[src/rtl/mux_nway_reg.sv]
// mux_nway_reg: registered N-input channel selector with valid/ready on every
// input and on the output. Explicit-select or round-robin grant, one output
// entry, one transfer per cycle (drain and load may happen on the same edge).
module mux_nway_reg #(
    parameter int WIDTH  = 32,
    parameter int NUM_IN = 4,
    parameter int SEL_W  = 2
) (
    input  logic                    clk,
    input  logic                    rst_n,
    input  logic [NUM_IN*WIDTH-1:0] in_data,
    input  logic [NUM_IN-1:0]       in_valid,
    output logic [NUM_IN-1:0]       in_ready,
    input  logic                    mode,
    input  logic [SEL_W-1:0]        sel,
    output logic [WIDTH-1:0]        out_data,
    output logic [SEL_W-1:0]        out_sel,
    output logic                    out_valid,
    input  logic                    out_ready
);

    logic [WIDTH-1:0] chan_data [NUM_IN];
    logic             load_en;
    logic             grant_valid;
    logic [SEL_W-1:0] grant_idx;
    logic [WIDTH-1:0] grant_data;
    logic [SEL_W-1:0] ptr_reg;
    logic [SEL_W-1:0] ptr_next;
    int               rr_off;
    int               rr_best_off;

    // Unpack the flat input bus into per-channel words.
    generate
        for (genvar gi = 0; gi < NUM_IN; gi++) begin : g_unpack
            assign chan_data[gi] = in_data[gi*WIDTH +: WIDTH];
        end
    endgenerate

    // The output slot can take a new entry when empty or being drained now.
    assign load_en = !out_valid || out_ready;

    // Grant selection. Round-robin picks the valid channel at the smallest
    // circular distance from ptr; an out-of-range sel simply matches nothing.
    always_comb begin
        grant_valid = 1'b0;
        grant_idx   = '0;
        rr_off      = 0;
        rr_best_off = NUM_IN;
        if (!mode) begin
            for (int i = 0; i < NUM_IN; i++) begin
                if (sel == SEL_W'(i) && in_valid[i]) begin
                    grant_valid = 1'b1;
                    grant_idx   = SEL_W'(i);
                end
            end
        end else begin
            for (int i = 0; i < NUM_IN; i++) begin
                if (in_valid[i]) begin
                    rr_off = (i >= int'(ptr_reg)) ? (i - int'(ptr_reg))
                                                  : (i + NUM_IN - int'(ptr_reg));
                    if (rr_off < rr_best_off) begin
                        rr_best_off = rr_off;
                        grant_valid = 1'b1;
                        grant_idx   = SEL_W'(i);
                    end
                end
            end
        end
    end

    // Data of the granted channel, built as a mux so no index ever runs past NUM_IN.
    always_comb begin
        grant_data = '0;
        for (int i = 0; i < NUM_IN; i++) begin
            if (grant_idx == SEL_W'(i)) begin
                grant_data = chan_data[i];
            end
        end
    end

    // Pointer advances to the channel after the winner, wrapping at NUM_IN.
    always_comb begin
        if (int'(grant_idx) == NUM_IN - 1) begin
            ptr_next = '0;
        end else begin
            ptr_next = grant_idx + SEL_W'(1);
        end
    end

    // One-hot ready; held low during reset so nothing is accepted then.
    generate
        for (genvar gi = 0; gi < NUM_IN; gi++) begin : g_ready
            assign in_ready[gi] = rst_n && load_en && grant_valid &&
                                  (grant_idx == SEL_W'(gi));
        end
    endgenerate

    // Output register and round-robin pointer.
    always_ff @(posedge clk or negedge rst_n) begin
        if (!rst_n) begin
            out_data  <= '0;
            out_sel   <= '0;
            out_valid <= 1'b0;
            ptr_reg   <= '0;
        end else if (load_en) begin
            if (grant_valid) begin
                out_data  <= grant_data;
                out_sel   <= grant_idx;
                out_valid <= 1'b1;
                if (mode) begin
                    ptr_reg <= ptr_next;
                end
            end else begin
                out_valid <= 1'b0;
            end
        end
    end

endmodule

[config.mk]
export PLATFORM = sky130hd
export DESIGN_NAME = mux_nway_reg
export DESIGN_NICKNAME = d
export VERILOG_FILES = /design/src/rtl/mux_nway_reg.sv
export SDC_FILE = /design/constraint.sdc
export NUM_CORES = 1
export LEC_CHECK = 0
export BUFFER_PORTS_ARGS = -buffer_cell sky130_fd_sc_hd__buf_2
export CAP_MARGIN = 0
export CELL_PAD_IN_SITES_DETAIL_PLACEMENT = 1
export CELL_PAD_IN_SITES_GLOBAL_PLACEMENT = 2
export CORE_UTILIZATION = 24
export CTS_BUF_LIST = sky130_fd_sc_hd__clkbuf_2 sky130_fd_sc_hd__clkbuf_4 sky130_fd_sc_hd__clkbuf_8
export CTS_CLUSTER_SIZE = 25
export DETAILED_ROUTE_END_ITERATION = 7
export GPL_TIMING_DRIVEN = 0
export PLACE_DENSITY = 0.95
export SLEW_MARGIN = 40
export SYNTH_ARGS = -nofsm -noshare
export SYNTH_HDL_FRONTEND = slang
export SYNTH_SLANG_ARGS = --single-unit
[constraint.sdc]
create_clock -name clk -period 11.6 [get_ports clk]
set_input_delay 1.16 -clock clk [delete_from_list [all_inputs] [get_ports clk]]
set_output_delay 1.16 -clock clk [all_outputs]
set_load 0.1 [all_outputs]
==> results of run 1 <==
metrics by stage:
| step | power, uW | setup WS [ns] |
|---|---|---|
| final | 1280 | 3.66 |
| after global routing | 1380 | 3.07 |
| after CTS | 1290 | 3.68 |
| after detailed placement | 1200 | 3.71 |
| after global placement | 1170 | 3.95 |
| after floorplan | 975 | 4.82 |
placed cells by master, fill, tap and decap left out, drive strengths merged, types with 3 or more instances in the layout:
master  synthesis  routed
a21oi          37      37
nand2          42      42
nor2b          34      34
dfrtp          37      37
buf             4     180
ha             14      14
nor3b           3       3
a221oi         32      32
and2            3       3
o21ai          39      39
o211ai          4       4
and3            5       5
inv            10      10
nor3           31      31
a31oi           3       3
clkbuf         24      29
nor2            5       5
mux2i           3       3
final cells by class:
type                            count  area (um^2)
Clock buffer                        5         68.8
Multi-Input combinational cell    272         1670
Tap cell                          140          175
Buffer                             28          113
Timing Repair Buffer              176          883
Clock inverter                      1         5.00
Sequential cell                    37          926
Fill cell                        1423         7110
Inverter                           10         37.5
worst max-delay path, delay by kind of cell:
family / cells / cell delay, ns
compound gates: 7 / 1.67
buf+inv: 5 / 1.60
simple gates: 7 / 1.42
fa+ha+maj: 4 / 0.91
synthesized netlist by cell type:
| master | count | area share [%] |
|---|---|---|
| a32oi_1 | 1 | 0.32 |
| buf_4 | 1 | 0.27 |
| o21ai_2 | 1 | 0.32 |
| inv_2 | 1 | 0.14 |
| nand2_1 | 42 | 5.7 |
| o211ai_2 | 1 | 0.46 |
| dfrtp_1 | 37 | 34 |
| nor3_1 | 31 | 5.7 |
| o22ai_1 | 1 | 0.23 |
| a211o_1 | 1 | 0.32 |
| nand3_1 | 2 | 0.36 |
| a31oi_1 | 3 | 0.68 |
| clkbuf_1 | 24 | 3.3 |
| ha_1 | 14 | 6.4 |
| and3_1 | 5 | 1.1 |
| o21ai_1 | 10 | 1.8 |
| mux2i_1 | 3 | 1.1 |
| nor2b_1 | 34 | 7.8 |
| o21a_1 | 1 | 0.27 |
| nand3b_1 | 2 | 0.55 |
| nand2b_1 | 2 | 0.46 |
| o21ai_0 | 28 | 5.1 |
| o211a_1 | 1 | 0.36 |
| a22o_1 | 1 | 0.32 |
| nor3b_1 | 3 | 0.82 |
| mux2_2 | 1 | 0.41 |
| or3_1 | 1 | 0.23 |
| inv_1 | 9 | 1.2 |
| o2bb2ai_1 | 1 | 0.32 |
| buf_2 | 3 | 0.55 |
| and2_1 | 3 | 0.68 |
| a221oi_1 | 32 | 10 |
| nor2_1 | 5 | 0.68 |
| nor4_1 | 2 | 0.46 |
| a21oi_1 | 37 | 6.8 |
| o211ai_1 | 3 | 0.82 |
worst max-delay path by stage:
stage | startpoint | endpoint | depth (start not counted)
after floorplan | in_valid[0] | in_ready[3] | 21
after global placement | in_valid[0] | in_ready[3] | 23
after detailed placement | in_valid[0] | in_ready[3] | 23
after CTS | in_valid[0] | in_ready[3] | 23
after global routing | ptr_reg[1] | in_ready[3] | 26
final | in_valid[0] | in_ready[3] | 23
report_power, final:
part / switching, uW / leakage, uW / total, uW / internal [uW]
logic: 737 / 0.00141 / 975 / 237
registers: 34.7 / 0.000465 / 220 / 186
clock network: 44.3 / 0.0000399 / 83.8 / 39.6
layer usage:
layer  wire length [um]  GRT usage [%]  share of wire [%]
met1               4660           22.8                 41
met2               5560           34.4                 49
met3                874           4.90                7.7
met4                191           5.31                1.7
met5                 13              0               0.12
kinds of logic after synthesis:
logic type / Yosys count
mux: 4
compound gates: 122
fa+ha+maj: 14
simple gates: 132
flops: 37
buf+inv: 38
==> impl_metrics.ini, run 1 <==
[global_route]
grt_pass1_vias = 3623
grtUsageTotal_pct = 19.3
grt_antenna_before_repair = 2
grt_max_degree = 42
grt_first_pass_wirelength_um = 17800
grt-ovfl-total = 0

[clock_tree]
h-tree-depth = 2
clk_latency_ns = 0.29
cts_buffer_depth = 2
postCtsResizedCells = 0
cts_tree = done
post_cts_buffers = 0
cts_hold_buf = 0
cts_buffers = 5
clock-sinks = 37
clk_pin_slew_ns = 0.08
cts-root-buf = clkbuf_8

[outcome]
status = finished, final reports clean

[floorplanning]
fp-row-count = 38
dieHeight_um = 109
dieWidth_um = 109
start_util_pct = 25.0
io_pins = 177
core-area_um2 = 11000
die-area_um2 = 11900

[worst_setup_path]
crit_type = in2out
slowest_delay_ns = 0.46
cp_cell_sequence = buf_2 > ha_1 > o2bb2ai_1 > a32oi_1 > nor2_1 > a31oi_1 > ha_1 > nor4_1 > nand2_1 > o21ai_2 > a21oi_1 > ha_1 > nand3b_1 > a221oi_1 > nor3b_1 > and3_1 > a211o_1 > inv_1 > ha_1 > clkbuf_1 > clkbuf_1 > and3_1 > buf_2
worstSetupStartpointType = primary input
cp.required_ns = 10.44
reg2reg_slack_ns = 5.03
critPathMostFrequentCell = ha_1
crit_fanout = 10
r2r_cells = 29
worstSetupEndpointType = primary output
slowest_stage = clkbuf_1
r2r_end = out_data[21]
cp.arrival_ns = 6.78
r2r_start = ptr_reg[1]

[synthesis]
ys_ff_latch = 37
synth_top_family_by_area = compound AO/OA/AOI/OAI gates
synth_fp_nets = 499
synth_xor_xnor_area_share_pct = 0
avgSynthCellArea_um2 = 7.90
synth_cell_types = 36
synth_compound_area_share_pct = 28.3
synth_mux_area_share_pct = 1.51
syn_inst = 347
seq_area_frac_synth_pct = 33.8
synthAdderAreaFrac_pct = 6.39
yosys_warnings = 0
yosys.area_share.simple_pct = 24.5
synth_area_um2 = 2740

[run]
maxCapViolCount = 0

[finish]
largest_reg_flops = 32
final_area_um2 = 3870
area_delta_synth_final_pct = 41.3
num_antenna_cells = 0
final_cells = 669
final_nets = 682
drive_gt1_share_pct = 35.9
utilization_pct = 35.3

[sta]
period_share_pct = 68.5
fmax_mhz = 126
finalCriticalPeriod_ns = 7.94
tns_ns = 0
setup_viol = 0
slew-limit-headroom_pct = 60.7
clock_skew_ns = 0.00810
hold_viol_final = 0
rsz0062_at_grt = no
drv_slew = 0
hold_ws_ns = 0.479
tightest_slew_ns = 0.589

[route]
drt-total-wl_um = 11300
first_pass_iters = 4
antenna_left = 0
num_vias = 3352
wire_per_inst_um = 16.9
viasPerCell = 5.01
drtIter0Drc = 120
drc_errors = 0

[placement]
place_congestion = 0.899
dpl.cell_count = 663
placed_cell_area_um2 = 3800
hpwl_um = 9270
io_buffers = 176

[hold_path]
min_from = out_data[17]
whs_path_depth = 2
min_to = out_data[17]
min_path_type = reg2reg

[power]
vdd_drop_max_v = 0.000136
powerDensity_nw_per_um2 = 330
p_leak_uw = 0.00191
Note: power is estimated with default switching activity, not from simulation.
==> run 2: changes to the inputs <==
--- a/config.mk
+++ b/config.mk
@@ -5,16 +5,17 @@
 export SDC_FILE = /design/constraint.sdc
 export NUM_CORES = 1
 export LEC_CHECK = 0
+export ABC_AREA = 1
 export BUFFER_PORTS_ARGS = -buffer_cell sky130_fd_sc_hd__buf_2
 export CAP_MARGIN = 0
 export CELL_PAD_IN_SITES_DETAIL_PLACEMENT = 1
 export CELL_PAD_IN_SITES_GLOBAL_PLACEMENT = 2
-export CORE_UTILIZATION = 24
+export CORE_UTILIZATION = 20
 export CTS_BUF_LIST = sky130_fd_sc_hd__clkbuf_2 sky130_fd_sc_hd__clkbuf_4 sky130_fd_sc_hd__clkbuf_8
 export CTS_CLUSTER_SIZE = 25
 export DETAILED_ROUTE_END_ITERATION = 7
 export GPL_TIMING_DRIVEN = 0
-export PLACE_DENSITY = 0.95
+export PLACE_DENSITY = 0.89
 export SLEW_MARGIN = 40
 export SYNTH_ARGS = -nofsm -noshare
 export SYNTH_HDL_FRONTEND = slang
==> constraint.sdc (replaced) <==
create_clock -name clk -period 6.4 [get_ports clk]
set_input_delay 0.64 -clock clk [delete_from_list [all_inputs] [get_ports clk]]
set_output_delay 0.64 -clock clk [all_outputs]
set_load 0.1 [all_outputs]
==> run 2 against run 1 <==
  * The flow now finishes with violations (design-rule violations)
  * Clock-buffer cell count unchanged
  * Area after synthesis increased by 11%
  * Via count increased by 13%
  * Die area increased by 33%
  * Cell count increased by 26%
  * Non-clock buffer count increased by 9
  * Clock power increased by 99%
  * Combinational power increased by 90%
  * Utilization decreased by 6.4 points
  * Sequential share of layout area decreased by 2.1 points
  * Flip-flop and latch count unchanged
==> impl_metrics.ini, run 2 <==
[outcome]
status = finished, violations left
violations = design-rule violations

[synthesis]
synth-edff-count = 0
synth_top_family_by_area = simple AND/OR/NAND/NOR gates
synth_compound_area_share_pct = 18.2
synth_top_area_share_pct = 30.4
synth_cell_types = 26
synthTopCellsByArea = dfrtp_1 (30%), nand2_1 (20%), o21ai_0 (11%)
synth_area_um2 = 3050
yosys_warnings = 0
seq_area_frac_synth_pct = 30.4
ys_ff_latch = 37
yosys.area_share.simple_pct = 37.2
synthAdderAreaFrac_pct = 5.75
synth_top_area_cell = dfrtp_1
synth_fp_nets = 626
async_flop_share_pct = 100
post-synth-top-count-cell = nand2_1
synthFlopType = dfrtp_1
synth_xor_xnor_area_share_pct = 0
synth_mux_area_share_pct = 0
syn_inst = 474
avgSynthCellArea_um2 = 6.43
synth_common_cells = nand2_1 (165), o21ai_0 (69), dfrtp_1 (37), nand3_1 (37), a21oi_1 (35)

[route]
wire_per_inst_um = 15.1
viasPerCell = 4.50
antenna_left = 0
drc_errors = 7
num_vias = 3788
drt-total-wl_um = 12700
drtIter0Drc = 130
first_pass_iters = 8

[worst_setup_path]
crit_type = reg2out
cp.required_ns = 5.76
reg2reg_slack_ns = 1.12
worstSetupStartpointType = flop
cp-startpoint = ptr_reg[1]
r2r_cells = 39
worstSetupEndpointType = primary output
critPathMostFrequentCell = nand2_1
crit_fanout = 10
cp.arrival_ns = 5.13
critPathCapture = in_ready[1]
slowest_delay_ns = 0.44
r2r_end = out_data[16]
r2r_start = ptr_reg[1]
slowest_stage = dfrtp_1

[global_route]
grt-ovfl-total = 0
grt_pass1_vias = 3995
grtUsageTotal_pct = 16.3
grt_antenna_before_repair = 0
grt_max_degree = 39
grt_first_pass_wirelength_um = 20500

[floorplanning]
core-area_um2 = 14700
dieWidth_um = 125
fp-row-count = 44
start_util_pct = 20.7
io_pins = 177
dieHeight_um = 125
die-area_um2 = 15700

[power]
p_total_uw = 2410
vdd_drop_max_v = 0.000199
powerDensity_nw_per_um2 = 568
p_leak_uw = 0.00230

[sta]
finalCriticalPeriod_ns = 5.77
slew-limit-headroom_pct = 62.7
period_share_pct = 90.2
hold_viol_final = 0
fmax_mhz = 173
tns_ns = 0
setup_viol = 0
drv_slew = 0
clock_skew_ns = 0.0136
tightest_slew_ns = 0.560
rsz0062_at_grt = no

[clock_tree]
cts_buffer_depth = 2
clock-sinks = 37
cts-root-buf = clkbuf_8
clk_pin_slew_ns = 0.08
h-tree-depth = 2
post_cts_buffers = 0
cts_buffers = 5
clk_latency_ns = 0.30
cts_tree = done

[finish]
final_cell_mix = buf_2 (176), nand2_1 (165), o21ai_0 (69)
final_area_um2 = 4250
final_common_cell = buf_2
num_antenna_cells = 0
final_nets = 808
drive_gt1_share_pct = 30.3
largest_reg_flops = 32
area_delta_synth_final_pct = 39.5

[run]
maxCapViolCount = 0

[placement]
hpwl_um = 10600
placed_cell_area_um2 = 4160
io_buffers = 176
place_congestion = 0.819

[hold_path]
min_path_type = in2async
-- run 2: changes by cell type after synthesis, moves of 13 or more --
cell,delta
o21ai_0,+41
nor2b_1,-34
a221oi_1,-32
nand4_1,+33
nand2_1,+123
inv_1,+13
nor3_1,-26
nand3_1,+35
-- run 2: where the power goes --
group / switching, uW / internal (uW)
clock network: 91.8 / 75.3
logic: 1430 / 419
registers: 60.9 / 339
-- run 2: what timing repair did --
| item | 4_1_cts | 5_1_grt |
|---|---|---|
| hold buffers | 0 | 0 |
| setup endpoints to repair | 0 | 3 |
| gates resized for setup | 0 | 4 |
-- run 2: worst max-delay path: cells and delay by family (launching register included) --
kind	cells	cell delay, ns
AND/OR/NAND/NOR	16	1.29
adder cells (fa/ha/maj)	5	1.11
buffers and inverters	8	1.47
flip-flops	1	0.44
AO/OA/AOI/OAI	3	0.52
-- run 2: stage by stage --
stage / setup slack, ns / cells / utilization [%] / hold slack, ns
floorplan: 0.840 / 474 / - / 0.344
global placement: 0.742 / 834 / 28.3 / 0.450
detailed placement: 0.662 / 834 / 28.3 / 0.456
CTS: 0.310 / 842 / 28.9 / 0.323
global route: 0.0240 / 841 / 28.9 / 0.339
finish: 0.630 / 841 / 28.9 / 0.313
-- run 2: area by class of cell --
class / count / area [um^2]
Timing Repair Buffer: 176 / 886
Inverter: 23 / 86.3
Tap cell: 184 / 230
Buffer: 37 / 169
Clock buffer: 5 / 68.8
Multi-Input combinational cell: 376 / 1870
Clock inverter: 3 / 17.5
Sequential cell: 37 / 926
Fill cell: 1952 / 10500
-- run 2: per-layer routing --
metal  GRT usage [%]  vias to the layer above  part of all wire (%)  wire length, um
met1            21.4                     1702                    47             6040
li1                -                     1968                     -                -
met3            3.42                        5                   6.2              786
met5               0                        -                     0                0
met4            3.44                        0                  0.72               92
met2            27.4                      113                    46             5830
-- run 2: how the worst min path moves through the flow --
stage / end / slack (ns) / cells after the start
floorplan: out_data[0] / 0.34 / 0
global placement: out_data[17] / 0.45 / 2
detailed placement: out_data[25] / 0.46 / 2
CTS: out_data[26] / 0.32 / 1
global route: out_data[26] / 0.34 / 1
finish: out_sel[1] / 0.31 / 1
-- run 2: kinds of logic after synthesis --
kind of cell               after synthesis
adders and majority gates               14
buffers and inverters                   61
DFF                                     37
and+or+nand+nor                        253
AOI/OAI and AO/OA                      109
==> run 3: changes to the inputs <==
--- a/config.mk
+++ b/config.mk
@@ -14,8 +14,8 @@
 export CTS_BUF_LIST = sky130_fd_sc_hd__clkbuf_2 sky130_fd_sc_hd__clkbuf_4 sky130_fd_sc_hd__clkbuf_8
 export CTS_CLUSTER_SIZE = 25
 export DETAILED_ROUTE_END_ITERATION = 7
-export GPL_TIMING_DRIVEN = 0
 export PLACE_DENSITY = 0.89
+export REMOVE_ABC_BUFFERS = 1
 export SLEW_MARGIN = 40
 export SYNTH_ARGS = -nofsm -noshare
 export SYNTH_HDL_FRONTEND = slang
==> run 3 against run 2 <==
  * The run still ends with design-rule violations left
  * Sequential power about the same
  * Critical path depth down 3
  * Clock power up 22%
  * Largest cell class unchanged
==> impl_metrics.ini, run 3 (synthesis results as in run 2) <==
[worst_setup_path]
cp.required_ns = 5.76
slowest_delay_ns = 0.47
r2r_end = out_data[1]
worstSetupStartpointType = flop
crit_fanout = 34
r2r_cells = 35
worstSetupEndpointType = primary output
critPathMostFrequentCell = nand2_1
reg2reg_slack_ns = 1.58
slowest_stage = buf_2
crit_buf_inv = 5
crit_type = reg2out
cp.arrival_ns = 4.68
path_delay_family = simple AND/OR/NAND/NOR gates
r2r_start = ptr_reg[1]

[finish]
final_cell_mix = buf_2 (174), nand2_1 (164), o21ai_0 (69)
area_delta_synth_final_pct = 37.7
drive_gt1_share_pct = 32.0
final_common_cell = buf_2
largest_reg_flops = 32
final_nets = 780
utilization_pct = 28.5

[floorplanning]
fp-row-count = 44
die-area_um2 = 15700
start_util_pct = 20.7
dieWidth_um = 125
core-area_um2 = 14700
io_pins = 177
dieHeight_um = 125

[global_route]
grtUsageTotal_pct = 16.3
grt_antenna_before_repair = 1
grt-ovfl-total = 0
grt_max_degree = 65
grt_pass1_vias = 3870
grt_first_pass_wirelength_um = 20200

[power]
p_leak_uw = 0.00230
powerDensity_nw_per_um2 = 579
vdd_drop_max_v = 0.000195
p_total_uw = 2430

[run]
maxCapViolCount = 0

[clock_tree]
cts_hold_buf = 0
cts-root-buf = clkbuf_8
clk_pin_slew_ns = 0.08
clock-sinks = 37
post_cts_buffers = 0
cts_buffers = 5
h-tree-depth = 2
clk_latency_ns = 0.29
cts_buffer_depth = 2
postCtsResizedCells = 0
cts_tree = done

[placement]
io_buffers = 176
hpwl_um = 9050
place_congestion = 0.757

[sta]
rsz0062_at_grt = no
clock_skew_ns = 0.00432
period_share_pct = 83.2
setup_viol = 0
slew-limit-headroom_pct = 58.6
finalCriticalPeriod_ns = 5.32
tns_ns = 0
tightest_slew_ns = 0.619
hold_viol_final = 0
hold_ws_ns = 0.408
fmax_mhz = 188
drv_slew = 0

[route]
drt-total-wl_um = 12700
first_pass_iters = 6
drc_errors = 22
viasPerCell = 4.69
num_vias = 3809
antenna_left = 0
drtIter0Drc = 142
wire_per_inst_um = 15.6

[hold_path]
min_path_type = in2async

[outcome]
status = finished, violations left
violations = design-rule violations
[run 3: cell types whose count changed in the layout (fill, tap and decap cells not counted), sizes merged]
cell,change
buf,+2
clkbuf,-30
diode,+1
clkinv,-1
bufinv,+1
clkinvlp,-1
[run 3: power breakdown]
group          internal [uW]  switching, uW  total [uW]
Combinational            406           1420        1830
Clock                    113           90.6         204
Sequential               338           58.2         397
Total                    858           1570        2430
[run 3: how the worst max path moves through the flow]
stage,cells after the start,slack [ns],from,endpoint
after floorplan,32,0.21,ptr_reg[1],in_ready[1]
after global placement,28,1.47,ptr_reg[1],in_ready[3]
after detailed placement,28,1.36,ptr_reg[1],in_ready[3]
after CTS,29,1.01,ptr_reg[1],in_ready[3]
after global routing,29,0.66,ptr_reg[1],in_ready[3]
final,29,1.08,ptr_reg[1],in_ready[3]
[run 3: routing by layer]
metal  global-route usage, %  up-vias  share of wire (%)
li1                        -     1912                  -
met1                    20.1     1754                 45
met3                    3.59        8                6.6
met5                       0        -                  0
met2                    28.8      135                 48
met4                    3.23        0               0.85
[run 3: per-stage QoR]
stage                     instances  instance area, um^2  worst slack [ns]
after floorplan                 436                 2880             0.209
after global placement          805                 4090              1.47
after detailed placement        805                 4090              1.36
after CTS                       812                 4190              1.01
after global routing            812                 4190             0.656
final                           813                 4200              1.08
[run 3: area by class of cell]
type / count / area, um^2
Timing Repair Buffer: 185 / 978
Antenna cell: 1 / 2.50
Tap cell: 184 / 230
Sequential cell: 37 / 926
Inverter: 23 / 86.3
Multi-Input combinational cell: 376 / 1870
Fill cell: 1939 / 10500
Clock inverter: 2 / 35.0
Clock buffer: 5 / 68.8
